--- config.mk ---
export PLATFORM = sky130hd
export DESIGN_NAME = div_iter_unit
export DESIGN_NICKNAME = d
export VERILOG_FILES = /design/src/rtl/div_iter_unit.sv
export SDC_FILE = /design/constraint.sdc
export NUM_CORES = 1
export LEC_CHECK = 0
export CAP_MARGIN = 20
export CORE_MARGIN = 5
export CORE_UTILIZATION = 50
export CTS_BUF_LIST = sky130_fd_sc_hd__clkbuf_8
export CTS_CLUSTER_SIZE = 28
export DETAILED_ROUTE_END_ITERATION = 7
export PLACE_DENSITY_LB_ADDON = 0.05
export SLEW_MARGIN = 20
export SYNTH_ARGS = -nofsm -noshare
export SYNTH_HDL_FRONTEND = slang
export SYNTH_SLANG_ARGS = --single-unit
--- constraint.sdc ---
create_clock -name clk -period 5.89 [get_ports clk]
set_input_delay 0.8835 -clock clk [delete_from_list [all_inputs] [get_ports clk]]
set_output_delay 0.8835 -clock clk [all_outputs]
set_load 0.02 [all_outputs]
--- src/rtl/div_iter_unit.sv ---
// div_iter_unit: iterative restoring integer divider for DIV/DIVU/REM/REMU
// and their W variants.
//
// Parameters:
//   XLEN           - datapath width (32 or 64)
//   BITS_PER_CYCLE - quotient bits retired per BUSY cycle (1, 2 or 4)
// Ports:
//   clk, rst                 - clock, synchronous active-high reset
//   operand_a / operand_b    - dividend / divisor
//   i_unsigned, i_32         - unsigned op, W op (bits [31:0]; only when XLEN=64)
//   i_valid / i_ready        - request handshake
//   i_kill                   - flush any in-flight or unconsumed result
//   o_quo / o_rem            - quotient / remainder, held while o_valid && !o_ready
//   o_valid / o_ready        - result handshake
// Build option:
//   MUNTJAC_DIV_EARLY_OUT_EN - skip leading-zero dividend digits at accept,
//                              making latency data-dependent. Results unchanged.
module div_iter_unit #(
  parameter int XLEN           = 64,
  parameter int BITS_PER_CYCLE = 1
) (
  input  logic            clk,
  input  logic            rst,
  input  logic [XLEN-1:0] operand_a,
  input  logic [XLEN-1:0] operand_b,
  input  logic            i_unsigned,
  input  logic            i_32,
  input  logic            i_valid,
  output logic            i_ready,
  input  logic            i_kill,
  output logic [XLEN-1:0] o_quo,
  output logic [XLEN-1:0] o_rem,
  output logic            o_valid,
  input  logic            o_ready
);

  localparam int CW = $clog2(XLEN + 1);

  typedef enum logic [1:0] {IDLE, BUSY, DONE} state_t;
  state_t state, state_n;

  // Dividend bits still to be consumed sit MSB-aligned in dvd_q.
  logic [XLEN-1:0] dvd_q, dvs_q, rem_q, quo_q;
  logic [CW-1:0]   cnt_q;
  logic            quo_neg_q, rem_neg_q, w32_q;
  logic            accept, last;

  function automatic logic [XLEN-1:0] sext32(input logic [XLEN-1:0] v, input logic en);
    sext32 = v;
    if (en) for (int i = 32; i < XLEN; i++) sext32[i] = v[31];
  endfunction

  // ---------------- control ----------------
  assign last    = (state == BUSY) && (cnt_q == '0);
  assign o_valid = (state == DONE);

  always_comb begin
    state_n = state;
    i_ready = !i_kill && ((state == IDLE) || ((state == DONE) && o_ready));
    accept  = i_valid && i_ready;
    if (i_kill) state_n = IDLE;
    else begin
      case (state)
        IDLE:    if (accept) state_n = BUSY;
        BUSY:    if (cnt_q == '0) state_n = DONE;
        DONE:    if (accept) state_n = BUSY;
                 else if (o_ready) state_n = IDLE;
        default: state_n = IDLE;
      endcase
    end
  end

  // ---------------- accept-side operand prep ----------------
  logic            w32, a_sign, b_sign;
  logic [XLEN-1:0] a_ext, b_ext, a_mag, b_mag, a_top;
  logic [CW-1:0]   wbits, shamt, iters;

  always_comb begin
    w32   = (XLEN == 64) && i_32;
    wbits = w32 ? CW'(32) : CW'(XLEN);
    a_ext = operand_a;
    b_ext = operand_b;
    // Widen the W-mode operands so that bit XLEN-1 carries the operand sign.
    if (w32) begin
      for (int i = 32; i < XLEN; i++) begin
        a_ext[i] = !i_unsigned && operand_a[31];
        b_ext[i] = !i_unsigned && operand_b[31];
      end
    end
    a_sign = !i_unsigned && a_ext[XLEN-1];
    b_sign = !i_unsigned && b_ext[XLEN-1];
    a_mag  = a_sign ? -a_ext : a_ext;
    b_mag  = b_sign ? -b_ext : b_ext;
    // MSB-align the W-bit dividend magnitude.
    a_top  = w32 ? (a_mag << (XLEN - 32)) : a_mag;
  end

`ifdef MUNTJAC_DIV_EARLY_OUT_EN
  logic [CW-1:0] lz;
  always_comb begin
    lz = wbits;  // all-zero dividend
    for (int i = 0; i < XLEN; i++) if (a_top[i]) lz = CW'(XLEN - 1 - i);
    // A zero divisor must walk every bit to build the all-ones quotient.
    if (b_mag == '0) lz = '0;
    shamt = (lz / CW'(BITS_PER_CYCLE)) * CW'(BITS_PER_CYCLE);
    iters = (wbits - shamt) / CW'(BITS_PER_CYCLE);
    if (iters == '0) iters = CW'(1);
  end
`else
  always_comb begin
    shamt = '0;
    iters = wbits / CW'(BITS_PER_CYCLE);
  end
`endif

  // ---------------- chained restoring steps ----------------
  logic [XLEN-1:0] s_dvd, s_rem, s_quo, q_mag, r_mag, q_fin, r_fin;
  logic [XLEN:0]   t;

  always_comb begin
    s_dvd = dvd_q;
    s_rem = rem_q;
    s_quo = quo_q;
    t     = '0;
    for (int k = 0; k < BITS_PER_CYCLE; k++) begin
      // XLEN+1 bits so divisors >= 2^(XLEN-1) compare correctly.
      t     = {s_rem, s_dvd[XLEN-1]};
      s_dvd = s_dvd << 1;
      if (t >= {1'b0, dvs_q}) begin
        t     = t - {1'b0, dvs_q};
        s_quo = {s_quo[XLEN-2:0], 1'b1};
      end else begin
        s_quo = {s_quo[XLEN-2:0], 1'b0};
      end
      s_rem = t[XLEN-1:0];
    end
    q_mag = quo_neg_q ? -s_quo : s_quo;
    r_mag = rem_neg_q ? -s_rem : s_rem;
    q_fin = sext32(q_mag, w32_q);
    r_fin = sext32(r_mag, w32_q);
  end

  // ---------------- state ----------------
  always_ff @(posedge clk) begin
    if (rst) begin
      state     <= IDLE;
      dvd_q     <= '0;
      dvs_q     <= '0;
      rem_q     <= '0;
      quo_q     <= '0;
      cnt_q     <= '0;
      quo_neg_q <= 1'b0;
      rem_neg_q <= 1'b0;
      w32_q     <= 1'b0;
      o_quo     <= '0;
      o_rem     <= '0;
    end else begin
      state <= state_n;
      if (accept) begin
        dvd_q     <= a_top << shamt;
        dvs_q     <= b_mag;
        rem_q     <= '0;
        quo_q     <= '0;
        cnt_q     <= iters - CW'(1);
        quo_neg_q <= (a_sign ^ b_sign) && (b_mag != '0);
        rem_neg_q <= a_sign;
        w32_q     <= w32;
      end else if (state == BUSY) begin
        dvd_q <= s_dvd;
        rem_q <= s_rem;
        quo_q <= s_quo;
        cnt_q <= cnt_q - CW'(1);
        if (last && !i_kill) begin
          o_quo <= q_fin;
          o_rem <= r_fin;
        end
      end
    end
  end

endmodule
# --- Yosys cells after proc, flatten, opt, wreduce, memory -nomap -nowiden ---
# Index checks and enable logic that the tools add are counted.
totals:
  regBits: 395
  latch_bits: 0
  ramBits: 0
  rom_bits: 0
  input_bits: 135
  output_inout_bits: 130
  elab_cells: 68
  mem_count: 0
op_classes:
  n_addsub: 7
  mul: 0
  div_mod_pow: 0
  magnitude_cmp: 1
  n_eq_ne: 5
  shift: 0
  muxes: 21
  bitwise: 2
  n_reduce_logical: 21
op_table:
  columns: ["op", "count"]
  rows:
  - ["$mux W64", 8]
  - ["$neg A64 Y64", 4]
  - ["$mux W32", 4]
  - ["$ge A65 B64 Y1", 1]
  - ["$reduce_bool A64 Y1", 1]
  - ["$sub A64 B64 Y64", 1]
  - ["$mux W7", 3]
  - ["$sub A7 B1 Y7 const B", 2]
  - ["$logic_and A1 B1 Y1", 10]
  - ["$mux W2", 4]
  - ["$logic_not A7 Y1", 1]
  - ["$pmux W2 S3", 1]
  - ["$reduce_and A3 Y1", 2]
  - ["$reduce_or A2 Y1", 2]
  - ["$ne A3 B1 Y1 const B", 1]
  - ["$eq A2 B1 Y1 const B", 1]
  - ["$eq A2 B2 Y1 const B", 1]
  - ["$logic_not A1 Y1", 2]
  - ["$logic_not A2 Y1", 1]
  - ["$ne A2 B1 Y1 const B", 1]
  - ["$ne A2 B2 Y1 const B", 1]
  - ["$reduce_bool A2 Y1", 1]
  - ["$logic_or A1 B1 Y1", 1]
  - ["$mux W1", 1]
  - ["other kinds (2)", 2]

# --- Longest topological paths before layout ---
# Gate-level depths: netlist (run 1).
depth:
  depth_word: 7
  depth_mapped: 29
  depth_no_buf: 22

# --- Worst setup path after synthesis (run 1) ---
# Ideal clock, no wire load.
synth_path:
  kind: "register to register"
  startpoint: "register dvs_q[58]"
  endpoint: "register o_rem[42]"
  setup_time_ps: 86
  t_arrival_ps: 5791
  required_time_ps: 5804
  path_slack_ps: 13
  stages_incl_launch_ff: 25
  synth_period_minus_slack_ps: 5877
  path_cell_list: "dfxtp_1 inv_1 ha_1 buf_2 and4_4 nand3_2 or4b_1 o32ai_2 a21oi_2 nand2_4 buf_1 buf_2 buf_2 buf_2 buf_1 mux2i_1 ha_1 nor3b_1 nand4_1 o41ai_1 or3b_2 or2_0 o21ai_0 xnor2_1 a211oi_1"
synth_between:
  elab_chain_cells: 5
synth_lines:
  columns: ["element", "line_no", "source"]
  rows:
  - ["start, declared", "43", "logic [XLEN-1:0] dvd_q, dvs_q, rem_q, quo_q;"]
  - ["start signal, assigned", "161", "dvs_q <= b_mag;"]
  - ["$ge A65 B64 Y1 (*)", "129", "if (t >= {1'b0, dvs_q}) begin"]
  - ["$mux W64 (*)", "129", null]
  - ["$neg A64 Y64", "138", "r_mag = rem_neg_q ? -s_rem : s_rem;"]
  - ["$mux W64 (*)", "138", null]
  - ["$mux W32 (*)", "50", "if (en) for (int i = 32; i < XLEN; i++) sext32[i] = v[31];"]
  - ["end signal, assigned", "175", "o_rem <= r_fin;"]
  - ["end, declared", "32", "output logic [XLEN-1:0] o_rem,"]
# Every way passes the cells marked *; elsewhere a longest branch is shown, timed or not.
# A chain may end at the register's enable or synchronous reset.

# --- Worst setup path after layout (run 1) ---
layout_path:
  startpoint: "register rem_q[15]"
  endpoint: "register o_rem[54]"
layout_between:
  elab_chain_cells: 5
  word_cells_on_any_way: 6
layout_lines:
  columns: ["element", "line_no", "source"]
  rows:
  - ["start, declared", "43", null]
  - ["start signal, assigned", "170", "rem_q <= s_rem;"]
  - ["$sub A64 B64 Y64 / $ge A65 B64 Y1 (equally long branches)", "130, 129", null]
  - ["$mux W64 (*)", "129", null]
  - ["$neg A64 Y64", "138", null]
  - ["$mux W64 (*)", "138", null]
  - ["$mux W32 (*)", "50", null]
# Marks and branches as above.

==> results of run 1 <==
## kinds of logic after synthesis
kind of cell	after synthesis	synth area share, %
DFF	395	29.1
muxes	52	1.94
buffers and inverters	360	5.16
and+or+nand+nor	1502	25.1
xor gates and xnor gates	251	8.08
adders and majority gates	70	3.25
AOI/OAI and AO/OA	1168	27.4
## worst reg2reg max path, cell delays in order, from the launching register on
cell and delay, ns:
sky130_fd_sc_hd__dfxtp_1 0.35, sky130_fd_sc_hd__ha_1 0.47, sky130_fd_sc_hd__nand4_1 0.21, sky130_fd_sc_hd__nor3_1 0.48, sky130_fd_sc_hd__o211ai_1 0.25, sky130_fd_sc_hd__a21oi_1 0.46, sky130_fd_sc_hd__a21oi_2 0.15, sky130_fd_sc_hd__nand2_4 0.14
sky130_fd_sc_hd__buf_4 0.30, sky130_fd_sc_hd__a21oi_1 0.13, sky130_fd_sc_hd__inv_1 0.08, sky130_fd_sc_hd__ha_1 0.16, sky130_fd_sc_hd__nor3b_1 0.32, sky130_fd_sc_hd__nand4_1 0.18, sky130_fd_sc_hd__or4_1 0.44, sky130_fd_sc_hd__a211oi_1 0.28
sky130_fd_sc_hd__nand4_1 0.12, sky130_fd_sc_hd__buf_4 0.20, sky130_fd_sc_hd__o31ai_1 0.29, sky130_fd_sc_hd__xor2_1 0.19, sky130_fd_sc_hd__a21oi_1 0.09, sky130_fd_sc_hd__nor3_1 0.14
## per-layer routing
metal	global-route usage [%]	vias to the layer above
met1	46.3	14000
met5	0	-
met3	6.01	178
met2	48.3	1343
li1	-	14000
met4	8.78	0
## timing repair
| item | 4_1_cts | 5_1_grt |
|---|---|---|
| resized for setup | 0 | 1 |
| setup endpoints to repair | 0 | 2 |
| buffers inserted | 0 | 0 |
## state kept, by name (all words and copies together) (netlist names)
register   cells
cnt_q          7
dvd_q         64
dvs_q         64
o_quo         64
o_rem         64
quo_neg_q      1
quo_q         63
rem_neg_q      1
rem_q         64
state          2
w32_q          1
## cells in the mapped netlist, types with 50 or more instances
| cell | number | area (um^2) |
|---|---|---|
| sky130_fd_sc_hd__or3_1 | 50 | 313 |
| sky130_fd_sc_hd__xnor2_1 | 133 | 1160 |
| sky130_fd_sc_hd__inv_1 | 100 | 375 |
| sky130_fd_sc_hd__dfxtp_1 | 395 | 7910 |
| sky130_fd_sc_hd__a21oi_1 | 405 | 2030 |
| sky130_fd_sc_hd__clkbuf_1 | 200 | 751 |
| sky130_fd_sc_hd__nor2_1 | 467 | 1750 |
| sky130_fd_sc_hd__nor3_1 | 100 | 500 |
| sky130_fd_sc_hd__a211oi_1 | 187 | 1400 |
| sky130_fd_sc_hd__xor2_1 | 118 | 1030 |
| sky130_fd_sc_hd__nand2_1 | 556 | 2090 |
| sky130_fd_sc_hd__nor4_1 | 51 | 319 |
| sky130_fd_sc_hd__nand4_1 | 50 | 313 |
| sky130_fd_sc_hd__o21ai_0 | 207 | 1040 |
| sky130_fd_sc_hd__ha_1 | 69 | 863 |
| sky130_fd_sc_hd__o31ai_1 | 55 | 413 |
## final cells by class
type | count | area [um^2] | area share (%)
antenna | 1 | 2.50 | 0.00781
clock buffer | 89 | 1220 | 3.82
clock inverter | 37 | 330 | 1.03
inverter | 103 | 389 | 1.21
multi-input combinational | 3043 | 18000 | 56.0
sequential | 395 | 7910 | 24.7
tap | 696 | 871 | 2.72
timing repair buffer | 350 | 3360 | 10.5
## report_power, final
group	internal, uW	switching [uW]	total, uW
combinational	1110	2080	3190
clock	1600	1250	2850
sequential	2760	67.7	2830
## through the flow
stage / worst slack, ns / area (um^2) / hold slack [ns]
after floorplan: 0.0134 / 27200 / 0.432
after global placement: 0.416 / 30500 / 0.441
after detailed placement: 0.282 / 30500 / 0.445
after CTS: 0.363 / 32000 / 0.452
after global routing: 0.0162 / 32000 / 0.469
final: 0.363 / 32000 / 0.449
## how the worst max path moves through the flow
stage,start,to,slack [ns],depth (start not counted)
after floorplan,dvs_q[58],o_rem[42],0.01,24
after global placement,operand_b[20],quo_neg_q,0.42,14
after detailed placement,operand_b[20],quo_neg_q,0.28,14
after CTS,dvs_q[3],o_rem[48],0.36,22
after global routing,dvs_q[16],o_rem[62],0.02,22
final,rem_q[15],o_rem[54],0.36,21
==> flow_summary.yaml, run 1 <==
outcome:
  status: "finished clean"
placed_design:
  place.port_buffers: 264
  place.detailed.hpwl_mm: 75.4
  place_congestion: 1.03
  dp_cells: 4587
die:
  core_um2: 53900
  num_io_pins: 265
  floorplan.rows: 85
  die_h_um: 243
  die_w_um: 243
  die-area_um2: 59200
  initial_core_utilization_pct: 50.5
worst_setup_path:
  cp_max_fo: 25
  critical_path.cell_chain: "ha_1 > nand4_1 > nor3_1 > o211ai_1 > a21oi_1 > a21oi_2 > nand2_4 > buf_4 > a21oi_1 > inv_1 > ha_1 > nor3b_1 > nand4_1 > or4_1 > a211oi_1 > nand4_1 > buf_4 > o31ai_1 > xor2_1 > a21oi_1 > nor3_1"
  path_delay_family: "simple AND/OR/NAND/NOR gates"
  critical_path_class: "flip-flop to flip-flop"
  max_stage_delay_ns: 0.48
  ff2ff_path_depth: 21
  timing.rr.start: "rem_q[15]"
  cp.required_ns: 6.47
  worst-r2r-setup-slack_ns: 0.36
  worstReg2RegEnd: "o_rem[54]"
  timing.critical_path.arrival_ns: 6.11
  startpoint_type: "flip-flop"
  critical_path_buf_inv_count: 3
  setup.worst_path.end_class: "flip-flop"
  timing.critical_path.slowest_stage_cell: "sky130_fd_sc_hd__nor3_1"
detailed_routing:
  via_count: 29600
  dr.first_iter.drc_count: 3256
  met2RoutedLength_mm: 43.1
  drt_pass1_iterations: 6
  drt_wl_total_mm: 100
  route.layer.met1.wl_mm: 45.8
  drt-wirelength-per-cell_um: 21.2
  remaining_drc_errors: 0
  ant_nets: 0
  routed.top_layer: "met4"
  number_of_vias_per_cell: 6.27
  routed-wl-met3_mm: 8.68
power:
  worst_case_vdd_ir_drop_v: 0.000154
  cellLeakagePower_uw: 0.0117
  cellPowerDensity_nw_per_um2: 277
  post-layout-total-power_uw: 8870
grt:
  antenna_violations_before_repair: 1
  grt_pass1_vias: 27200
  global_route_wire_length_before_repair_mm: 155
  grt.overflow.total: 0
  grt_max_degree: 219
  track_usage_pct: 31.8
cts:
  clock_transition_at_the_registers_of_the_reported_paths_ns: 0.07
  clock_insertion_delay_worst_skew_ns: 0.68
  tritoncts: "done"
  cts.sink_count: 395
  cts.htree.levels: 3
  cts_inserted_buffers: 71
  cts_hold_repair.buffers: 0
  cts_max_path_buffers: 3
  cts_root_buf: "sky130_fd_sc_hd__clkbuf_8"
layout:
  utilization_pct: 59.4
  final_cell_mix: "sky130_fd_sc_hd__nand2_1 (555), sky130_fd_sc_hd__nor2_1 (465), sky130_fd_sc_hd__a21oi_1 (404)"
  finish.cell_count_without_fillers: 4714
  final_layout_size_suffix_gt1_share_pct: 6.47
  final_common_cell: "sky130_fd_sc_hd__nand2_1"
  layout.filler_cells: 5124
  final_net_count: 4169
  area.growth.synth_to_final_pct: 17.8
sta:
  worstMarginPinSlew_ns: 1.02
  ratio_of_final_minimum_period_to_clock_period_pct: 93.8
  timing.slew.headroom_pct: 31.8
  final.setup.tns_ns: 0
  skew_ns: 0.0652
  report.final.slew_viol_count: 0
  max_freq_ghz: 0.181
  setup_viol: 0
  setup_repair_after_global_routing_missed_its_margin: "false"
  timing.final.crit_period_ns: 5.53
  hold_viol: 0
hold_path:
  timing.hold.worst_endpoint: "o_quo[62]"
  holdCritPathClass: "flip-flop to flip-flop"
  hold_depth: 2
  holdCritStartpoint: "o_quo[62]"
run:
  count_of_maximum_capacitance_violations: 0
synthesis:
  synth.yosys.seq_area_share_pct: 29.1
  yosys_warnings: 0
  ys_seq_elements: 395
  yosys.cell_types.count: 95
  mappedNetlistArea_um2: 27200
  total_nets_after_synthesis: 4003
  yosys_most_used_dff: "sky130_fd_sc_hd__dfxtp_1"
  postSynth.asyncResetShare_pct: 0
  syn-mean-instance-area_um2: 7.16
  synth-edff-count: 0
  syn-instance-count: 3798
No activity file was read; power rests on OpenSTA's default activity.
==> run 2: changes to the inputs <==
--- a/config.mk
+++ b/config.mk
@@ -11,6 +11,7 @@
 export CTS_BUF_LIST = sky130_fd_sc_hd__clkbuf_8
 export CTS_CLUSTER_SIZE = 28
 export DETAILED_ROUTE_END_ITERATION = 7
+export GPL_TIMING_DRIVEN = 0
 export PLACE_DENSITY_LB_ADDON = 0.05
 export SLEW_MARGIN = 20
 export SYNTH_ARGS = -nofsm -noshare
==> flow_summary.yaml, run 2 (same netlist as run 1, synthesis figures left out) <==
cts:
  cts_max_path_buffers: 3
  cts_root_buf: "sky130_fd_sc_hd__clkbuf_8"
  cts_hold_repair.buffers: 0
  cts.htree.levels: 3
  tritoncts: "done"
  clock_transition_at_the_registers_of_the_reported_paths_ns: 0.07
  clock_insertion_delay_worst_skew_ns: 0.68
  cts.sink_count: 395
  cts_inserted_buffers: 68
worst_setup_path:
  worst-r2r-setup-slack_ns: 0.15
  cp_max_fo: 19
  most_frequent_cell_on_critical_path: "sky130_fd_sc_hd__buf_4"
  crit_path_start: "rem_q[35]"
  startpoint_type: "flip-flop"
  cp.required_ns: 6.50
  timing.rr.start: "rem_q[35]"
  critical_path_class: "flip-flop to flip-flop"
  critical_path.endpoint: "o_quo[60]"
  setup.worst_path.end_class: "flip-flop"
  worstReg2RegEnd: "o_quo[60]"
  critical_path.cell_chain: "ha_1 > a21oi_1 > o21ai_0 > a21oi_2 > nor2_1 > a221oi_4 > nand2_4 > inv_4 > buf_4 > clkbuf_8 > buf_4 > buf_4 > ha_1 > nand3_2 > inv_1 > nand4_1 > or3_4 > o41ai_2 > xnor2_1 > o21ai_0 > a21oi_1"
  timing.critical_path.arrival_ns: 6.34
  ff2ff_path_depth: 21
  max_stage_delay_ns: 0.54
  timing.critical_path.slowest_stage_cell: "sky130_fd_sc_hd__dfxtp_1"
layout:
  final_layout_size_suffix_gt1_share_pct: 5.76
  final_net_count: 4334
  finish.cell_count_without_fillers: 4882
  utilization_pct: 60.4
  area.growth.synth_to_final_pct: 19.6
  finish.instance_area_um2: 32600
  final_cell_mix: "sky130_fd_sc_hd__nand2_1 (555), sky130_fd_sc_hd__nor2_1 (465), sky130_fd_sc_hd__a21oi_1 (400)"
  final_common_cell: "sky130_fd_sc_hd__nand2_1"
detailed_routing:
  drt_pass1_iterations: 6
  ant_nets: 0
  dr.first_iter.drc_count: 3695
  number_of_vias_per_cell: 6.25
  via_count: 30500
  drt-wirelength-per-cell_um: 22.7
  drt_wl_total_mm: 111
  remaining_drc_errors: 0
outcome:
  status: "finished clean"
sta:
  timing.final.crit_period_ns: 5.74
  skew_ns: 0.0440
  hold_viol: 0
  report.final.slew_viol_count: 0
  final.setup.tns_ns: 0
  timing.slew.headroom_pct: 23.6
  ratio_of_final_minimum_period_to_clock_period_pct: 97.4
  max_freq_ghz: 0.174
  setup_viol: 0
  worstMarginPinSlew_ns: 1.15
placed_design:
  detailed_place.area_um2: 30700
  place_congestion: 0.988
  place.detailed.hpwl_mm: 88.3
  place.port_buffers: 263
  dp_cells: 4757
power:
  post-layout-total-power_uw: 8760
  cellLeakagePower_uw: 0.0117
  worst_case_vdd_ir_drop_v: 0.000145
  cellPowerDensity_nw_per_um2: 269
die:
  die_w_um: 243
  die_h_um: 243
  num_io_pins: 265
  initial_core_utilization_pct: 50.5
  core_um2: 53900
  die-area_um2: 59200
  floorplan.rows: 85
grt:
  grt.overflow.total: 0
  track_usage_pct: 35.3
  grt_pass1_vias: 27800
  grt_max_degree: 20
  global_route_wire_length_before_repair_mm: 167
  antenna_violations_before_repair: 2
hold_path:
  holdCritPathClass: "flip-flop to flip-flop"
run:
  count_of_maximum_capacitance_violations: 0
==> run 2: critical path: cells and delay by family (launching register included) <==
family	cells	cell delay, ns
XOR/XNOR	1	0.16
flip-flops	1	0.54
AND/OR/NAND/NOR	5	1.11
buffers and inverters	6	1.41
AO/OA/AOI/OAI	7	1.73
adder cells (fa/ha/maj)	2	0.71
==> run 2: how the worst min path moves through the flow <==
| stage | startpoint | end | slack (ns) | depth (start not counted) |
|---|---|---|---|---|
| 3_3_place_gp | o_rem[1] | o_rem[1] | 0.44 | 2 |
| 5_1_grt | o_rem[15] | o_rem[15] | 0.47 | 2 |
| 2_1_floorplan | dvs_q[28] | dvs_q[28] | 0.43 | 2 |
| 4_1_cts | o_rem[16] | o_rem[16] | 0.45 | 2 |
| 3_5_place_dp | o_quo[56] | o_quo[56] | 0.44 | 2 |
| 6_report | o_rem[1] | o_rem[1] | 0.45 | 2 |
==> run 2: routing by layer <==
layer / routed length, um / GRT usage (%)
met1: 47800 / 49.8
met2: 48400 / 55.5
met3: 11200 / 6.01
met4: 3530 / 11.0
met5: 13 / 0
==> run 2: layout make-up <==
class / count / area (um^2)
diodes: 1 / 2.50
repair buffers: 276 / 2730
inverters: 103 / 389
multi-input cells: 3043 / 18200
fillers: 5200 / 21400
clock inverters: 38 / 243
flip-flops and latches: 395 / 7910
clock buffers: 88 / 1210
well taps: 696 / 871
plain buffers: 242 / 1020
==> run 2: report_power, final <==
part / switching (uW) / total (uW) / internal, uW
Sequential: 74.4 / 2830 / 2760
Combinational: 2170 / 3260 / 1090
Clock: 1220 / 2670 / 1440
Total: 3470 / 8760 / 5300
==> run 2: timing repair <==
item                       in CTS  in global routing
resized for setup              40                 42
buffers inserted                8                  5
pin swaps                       3                  9
setup endpoints to repair      88                 30
==> run 2: per-stage QoR <==
stage	setup WS [ns]	hold WS, ns
after floorplan	0.0134	0.432
after detailed placement	-2.24	0.444
after global routing	-0.0120	0.470
after CTS	0.0101	0.452
after global placement	-2.26	0.438
final	0.154	0.449
